**config.mk**
```make
export PLATFORM = sky130hd
export DESIGN_NAME = reset_sequencer
export DESIGN_NICKNAME = d
export VERILOG_FILES = /design/src/rtl/reset_sequencer.sv
export SDC_FILE = /design/constraint.sdc
export NUM_CORES = 1
export LEC_CHECK = 0
export ABC_AREA = 0
export CORE_ASPECT_RATIO = 0.75
export CORE_MARGIN = 2
export CORE_UTILIZATION = 63
export CTS_CLUSTER_DIAMETER = 60
export DETAILED_ROUTE_END_ITERATION = 12
export GPL_TIMING_DRIVEN = 1
export PLACE_DENSITY_LB_ADDON = 0.2
export SLEW_MARGIN = 20
export SYNTH_ARGS = -nofsm -noshare
export SYNTH_HDL_FRONTEND = slang
export SYNTH_SLANG_ARGS = --single-unit
```
**constraint.sdc**
```tcl
create_clock -name CLK -period 3.2 [get_ports CLK]
set_clock_uncertainty 0.15 [all_clocks]
set_input_delay 0.32 -clock CLK [delete_from_list [all_inputs] [get_ports CLK]]
set_output_delay 0.32 -clock CLK [all_outputs]
set_load 0.03 [all_outputs]
```
**src/rtl/reset_sequencer.sv**
```systemverilog
// reset_sequencer: lock-filtered, settle-delayed, ordered release of N active-low reset domains.
// Define STEP_MODE_EN to add the single-step clock enable (step_mode/step ports).
module reset_sequencer #(
    parameter int N_DOMAINS     = 3,
    parameter int LOCK_FILTER   = 4,
    parameter int SETTLE_CYCLES = 65535,
    parameter int GAP_CYCLES    = 16
) (
    input  logic                 CLK,
    input  logic                 RESET,
    input  logic                 pll_locked,
    input  logic                 soft_reset_req,
`ifdef STEP_MODE_EN
    input  logic                 step_mode,
    input  logic                 step,
`endif
    output logic [N_DOMAINS-1:0] resetn,
    output logic                 ready,
    output logic                 ce
);
    localparam int LW = $clog2(LOCK_FILTER + 1);
    localparam int SW = $clog2(SETTLE_CYCLES + 1);
    localparam int GW = $clog2(GAP_CYCLES + 1);
    localparam int IW = $clog2(N_DOMAINS + 1);

    typedef enum logic [1:0] {WAIT_LOCK, SETTLE, RELEASE, RUN} state_t;

    state_t                 state_q, state_d;
    logic                   lock_s1_q, lock_s1_d, lock_q, lock_d;
    logic [LW-1:0]          lock_cnt_q, lock_cnt_d;
    logic [SW-1:0]          settle_cnt_q, settle_cnt_d;
    logic [GW-1:0]          gap_cnt_q, gap_cnt_d;
    logic [IW-1:0]          idx_q, idx_d;
    logic [N_DOMAINS-1:0]   resetn_q, resetn_d;
    logic                   ready_q, ready_d;

    always_comb begin
        lock_s1_d    = pll_locked;
        lock_d       = lock_s1_q;
        state_d      = state_q;
        lock_cnt_d   = '0;
        settle_cnt_d = settle_cnt_q;
        gap_cnt_d    = gap_cnt_q;
        idx_d        = idx_q;
        resetn_d     = resetn_q;
        ready_d      = ready_q;
        // lock loss outranks a soft reset request in the same cycle
        if (state_q != WAIT_LOCK && !lock_q) begin
            state_d      = WAIT_LOCK;
            settle_cnt_d = '0;
            gap_cnt_d    = '0;
            idx_d        = '0;
            resetn_d     = '0;
            ready_d      = 1'b0;
        end else if ((state_q == RELEASE || state_q == RUN) && soft_reset_req) begin
            state_d      = SETTLE;
            settle_cnt_d = '0;
            gap_cnt_d    = '0;
            idx_d        = '0;
            resetn_d     = '0;
            ready_d      = 1'b0;
        end else begin
            case (state_q)
                WAIT_LOCK: begin
                    if (lock_q && lock_cnt_q == LW'(LOCK_FILTER - 1)) begin
                        state_d      = SETTLE;
                        settle_cnt_d = '0;
                    end else if (lock_q) begin
                        lock_cnt_d = lock_cnt_q + 1'b1;
                    end
                end
                SETTLE: begin
                    if (settle_cnt_q == SW'(SETTLE_CYCLES - 1)) begin
                        state_d     = (N_DOMAINS == 1) ? RUN : RELEASE;
                        resetn_d[0] = 1'b1;
                        ready_d     = (N_DOMAINS == 1);
                        idx_d       = '0;
                        gap_cnt_d   = '0;
                    end else begin
                        settle_cnt_d = settle_cnt_q + 1'b1;
                    end
                end
                RELEASE: begin
                    // released bits are contiguous from 0, so shifting in a 1 frees domain idx+1
                    if (gap_cnt_q == GW'(GAP_CYCLES - 1)) begin
                        resetn_d  = (resetn_q << 1) | N_DOMAINS'(1);
                        idx_d     = idx_q + 1'b1;
                        gap_cnt_d = '0;
                        state_d   = (int'(idx_q) == N_DOMAINS - 2) ? RUN : RELEASE;
                        ready_d   = (int'(idx_q) == N_DOMAINS - 2);
                    end else begin
                        gap_cnt_d = gap_cnt_q + 1'b1;
                    end
                end
                RUN: state_d = RUN;
                default: state_d = WAIT_LOCK;
            endcase
        end
    end

    always_ff @(posedge CLK or posedge RESET) begin
        if (RESET) begin
            state_q      <= WAIT_LOCK;
            lock_s1_q    <= 1'b0;
            lock_q       <= 1'b0;
            lock_cnt_q   <= '0;
            settle_cnt_q <= '0;
            gap_cnt_q    <= '0;
            idx_q        <= '0;
            resetn_q     <= '0;
            ready_q      <= 1'b0;
        end else begin
            state_q      <= state_d;
            lock_s1_q    <= lock_s1_d;
            lock_q       <= lock_d;
            lock_cnt_q   <= lock_cnt_d;
            settle_cnt_q <= settle_cnt_d;
            gap_cnt_q    <= gap_cnt_d;
            idx_q        <= idx_d;
            resetn_q     <= resetn_d;
            ready_q      <= ready_d;
        end
    end

    assign resetn = resetn_q;
    assign ready  = ready_q;

`ifdef STEP_MODE_EN
    logic step_s1_q, step_s1_d, step_s2_q, step_s2_d, step_s3_q, step_s3_d, ce_q, ce_d;

    always_comb begin
        step_s1_d = step;
        step_s2_d = step_s1_q;
        step_s3_d = step_s2_q;
        ce_d      = step_mode ? (step_s2_q & ~step_s3_q) : 1'b1;
    end

    always_ff @(posedge CLK or posedge RESET) begin
        if (RESET) begin
            step_s1_q <= 1'b0;
            step_s2_q <= 1'b0;
            step_s3_q <= 1'b0;
            ce_q      <= 1'b1;
        end else begin
            step_s1_q <= step_s1_d;
            step_s2_q <= step_s2_d;
            step_s3_q <= step_s3_d;
            ce_q      <= ce_d;
        end
    end

    assign ce = ce_q;
`else
    assign ce = 1'b1;
`endif
endmodule

```
==> impl_metrics.json <==
{
  "finalPower_uw": 964,
  "async_reset_ff_share_pct": 100,
  "p_seq_share_pct": 50.4,
  "path_max_fanout": 16,
  "grt_overflow": 0,
  "drt_first_pass_iters": 4,
  "start_kind": "flop",
  "worstSetupEndpointType": "flop",
  "switching_share_pct": 29.9,
  "io_pins": 9,
  "r2r_cells": 4,
  "slowest_delay_ns": 0.77,
  "worst_slew_pin_slew_ns": 0.722,
  "worst_ep_required_time_ns": 3.23,
  "synth.distinct_cells": 47,
  "ctsHoldBuffers": 0,
  "die_area_sq_um": 3570,
  "postSynthAreaPerCell_sq_um": 9.68,
  "crit_slowest_cell": "nor4b_4",
  "slew_headroom_pct": 51.7,
  "grt_usage_pct": 26.8,
  "synthFlopType": "dfrtp_1",
  "antenna_found_initial": 0,
  "yosysMostFrequentCell": "dfrtp_1",
  "max_cap_violations": 0,
  "via_per_inst": 6.22,
  "yosys.area.top_type_share_pct": 43.5,
  "cts-buffers-inserted": 5,
  "critPathTopFamily": "simple AND/OR/NAND/NOR gates",
  "synthTopCellsByArea": "dfrtp_1 44%, mux2i_1 5.1%, nand2_1 4.0%",
  "criticalPathCategory": "reg2reg",
  "crit_cells": 4,
  "slew_viol_final": 0,
  "postCtsSetupRepairBufs": 0,
  "cts-resized-gates": 0,
  "cts_root_buf": "clkbuf_8",
  "cts_max_path_buffers": 2,
  "syn_to_final_growth_pct": 9.21,
  "first_global_vias": 1448,
  "place_hpwl_microns": 2990,
  "tns_ns": 0,
  "drt-total-wl_microns": 4040,
  "hold_path.class": "reg2reg",
  "rows": 17,
  "power_density_nw_per_um2": 451,
  "switchingPower_uw": 288,
  "synth_cells": 202,
  "cts_tree": "yes",
  "cp_cell_sequence": "nand3b_1, nor4b_4, a21oi_1, mux2_2",
  "grt_pass1_wl_microns": 6830,
  "vdd.ir_drop.worst_mv": 0.397,
  "htreeDepth": 2,
  "p_leak_uw": 0.000972,
  "clkSinkCount": 34,
  "synth_edf_count": 0,
  "cts.clk_slew.worst_paths_ns": 0.07,
  "clkLatencyLatePin_ns": 0.29,
  "drt_iter0_drc": 182,
  "setup_viol": 0,
  "fin_ws_ns": 0.669,
  "ys_seq_area_share_pct": 43.5,
  "power_frac_comb_pct": 18.8,
  "hold_viol": 0,
  "start_util_pct": 66.1,
  "timing.final.crit_share_pct": 79.1,
  "syn_nets": 212,
  "drive_above_1_share_pct": 9.43,
  "fmax_ghz": 0.395,
  "synth.top_cells.by_count": "34 x dfrtp_1, 21 x nand2_1, 13 x nor2_1",
  "outcome": "complete, no violations",
  "p_clk_share_pct": 30.7,
  "vias": 1555,
  "ant_nets": 0,
  "die_h_microns": 52.3,
  "arrival_ns": 2.56,
  "post-place-ws_ns": 0.700,
  "grt_max_degree": 35,
  "io_buffer_count": 7,
  "post_drt_wl_per_cell_microns": 16.1,
  "synth_area_sq_um": 1960,
  "period_needed_ns": 2.53,
  "coreArea_sq_um": 2960,
  "whs_path_depth": 0,
  "crit_buf_inv": 0,
  "drc_errors": 0,
  "n_antenna_cell": 0,
  "ys_ff_latch": 34,
  "die_w_microns": 68.3,
  "rsz0062_at_grt": "no",
  "nets": 222,
  "yosys_warnings": 0,
  "internal_power_uw": 676,
  "synth_largest_area_cell": "dfrtp_1",
  "globalplace.congestion": 0.906
}
## metrics by stage
stage	hold WS (ns)	std cells	instance area [sq um]	util (%)
3_5_place_dp	0.190	243	2060	69.6
6_report	0.204	250	2140	72.2
5_1_grt	0.207	250	2140	72.2
2_1_floorplan	0.181	202	1960	-
4_1_cts	0.206	250	2140	72.2
3_3_place_gp	0.185	243	2060	69.6
## layer usage
layer	share of wire [%]	global-route usage [%]	vias to the layer above
met5	0	0	-
met3	6.2	6.45	7
met2	46	40.9	65
li1	-	-	757
met1	46	37.0	726
met4	1.7	10.0	0
## layout make-up
| type | count | area (sq um) |
|---|---|---|
| Timing Repair Buffer | 10 | 92.6 |
| Clock inverter | 2 | 10.0 |
| Inverter | 12 | 45.0 |
| Multi-Input combinational cell | 149 | 1020 |
| Sequential cell | 34 | 851 |
| Tap cell | 38 | 47.5 |
| Fill cell | 226 | 821 |
| Clock buffer | 5 | 68.8 |
## final timing paths
path | to | start | slack, ns
setup / recovery | settle_cnt_q[1] | state_q[1] | 0.67
hold / removal | lock_q | lock_d | 0.20
setup reg to reg | settle_cnt_q[1] | state_q[1] | 0.67
hold reg to reg | lock_q | lock_d | 0.20
max in group asynchronous | ready | RESET | 2.31
min in group asynchronous | resetn[2] | RESET | 0.28
## kinds of logic (layout without fill, tap and decap cells)
logic type,Yosys count,after routing,synth area share [%]
flip-flops,34,34,43.5
AND/OR/NAND/NOR,88,88,26.6
multiplexers,12,12,6.27
buffers and inverters,19,29,4.29
adder cells (fa/ha/maj),6,6,3.84
other,1,1,0.192
AO/OA/AOI/OAI,42,42,15.4
## registers in the layout, summed over array words and instances, names as in the netlist
register	count
settle_cnt_q	16
lock_q	1
idx_q	2
lock_d	1
ready	1
lock_cnt_q	3
state_q	2
resetn	3
gap_cnt_q	5
## power groups by stage
| stage | registers (uW) | logic [uW] | clock network [uW] |
|---|---|---|---|
| floorplan | 515 | 98.6 | 0 |
| CTS | 486 | 185 | 307 |
| global placement | 492 | 175 | 0 |
| global route | 491 | 205 | 325 |
| finish | 486 | 182 | 296 |
| detailed placement | 495 | 184 | 0 |
## cells in the final DEF, fill, tap and decap left out, drive strengths merged, types with 3 or more instances in the layout
master	synthesis	final
clkbuf	2	5
mux2i	10	10
inv	12	12
nand4	6	6
or4	4	4
nand2b	12	12
dfrtp	34	34
o31ai	4	4
a21boi	3	3
nand3b	4	4
a211oi	5	5
clkdlybuf4s50	0	7
and3	3	3
nand3	9	9
ha	6	6
a21oi	10	10
buf	5	3
a31oi	3	3
nor2	13	13
o21ai	7	7
and2	3	3
nand2	21	21
Power figures use the tool's default switching activity.
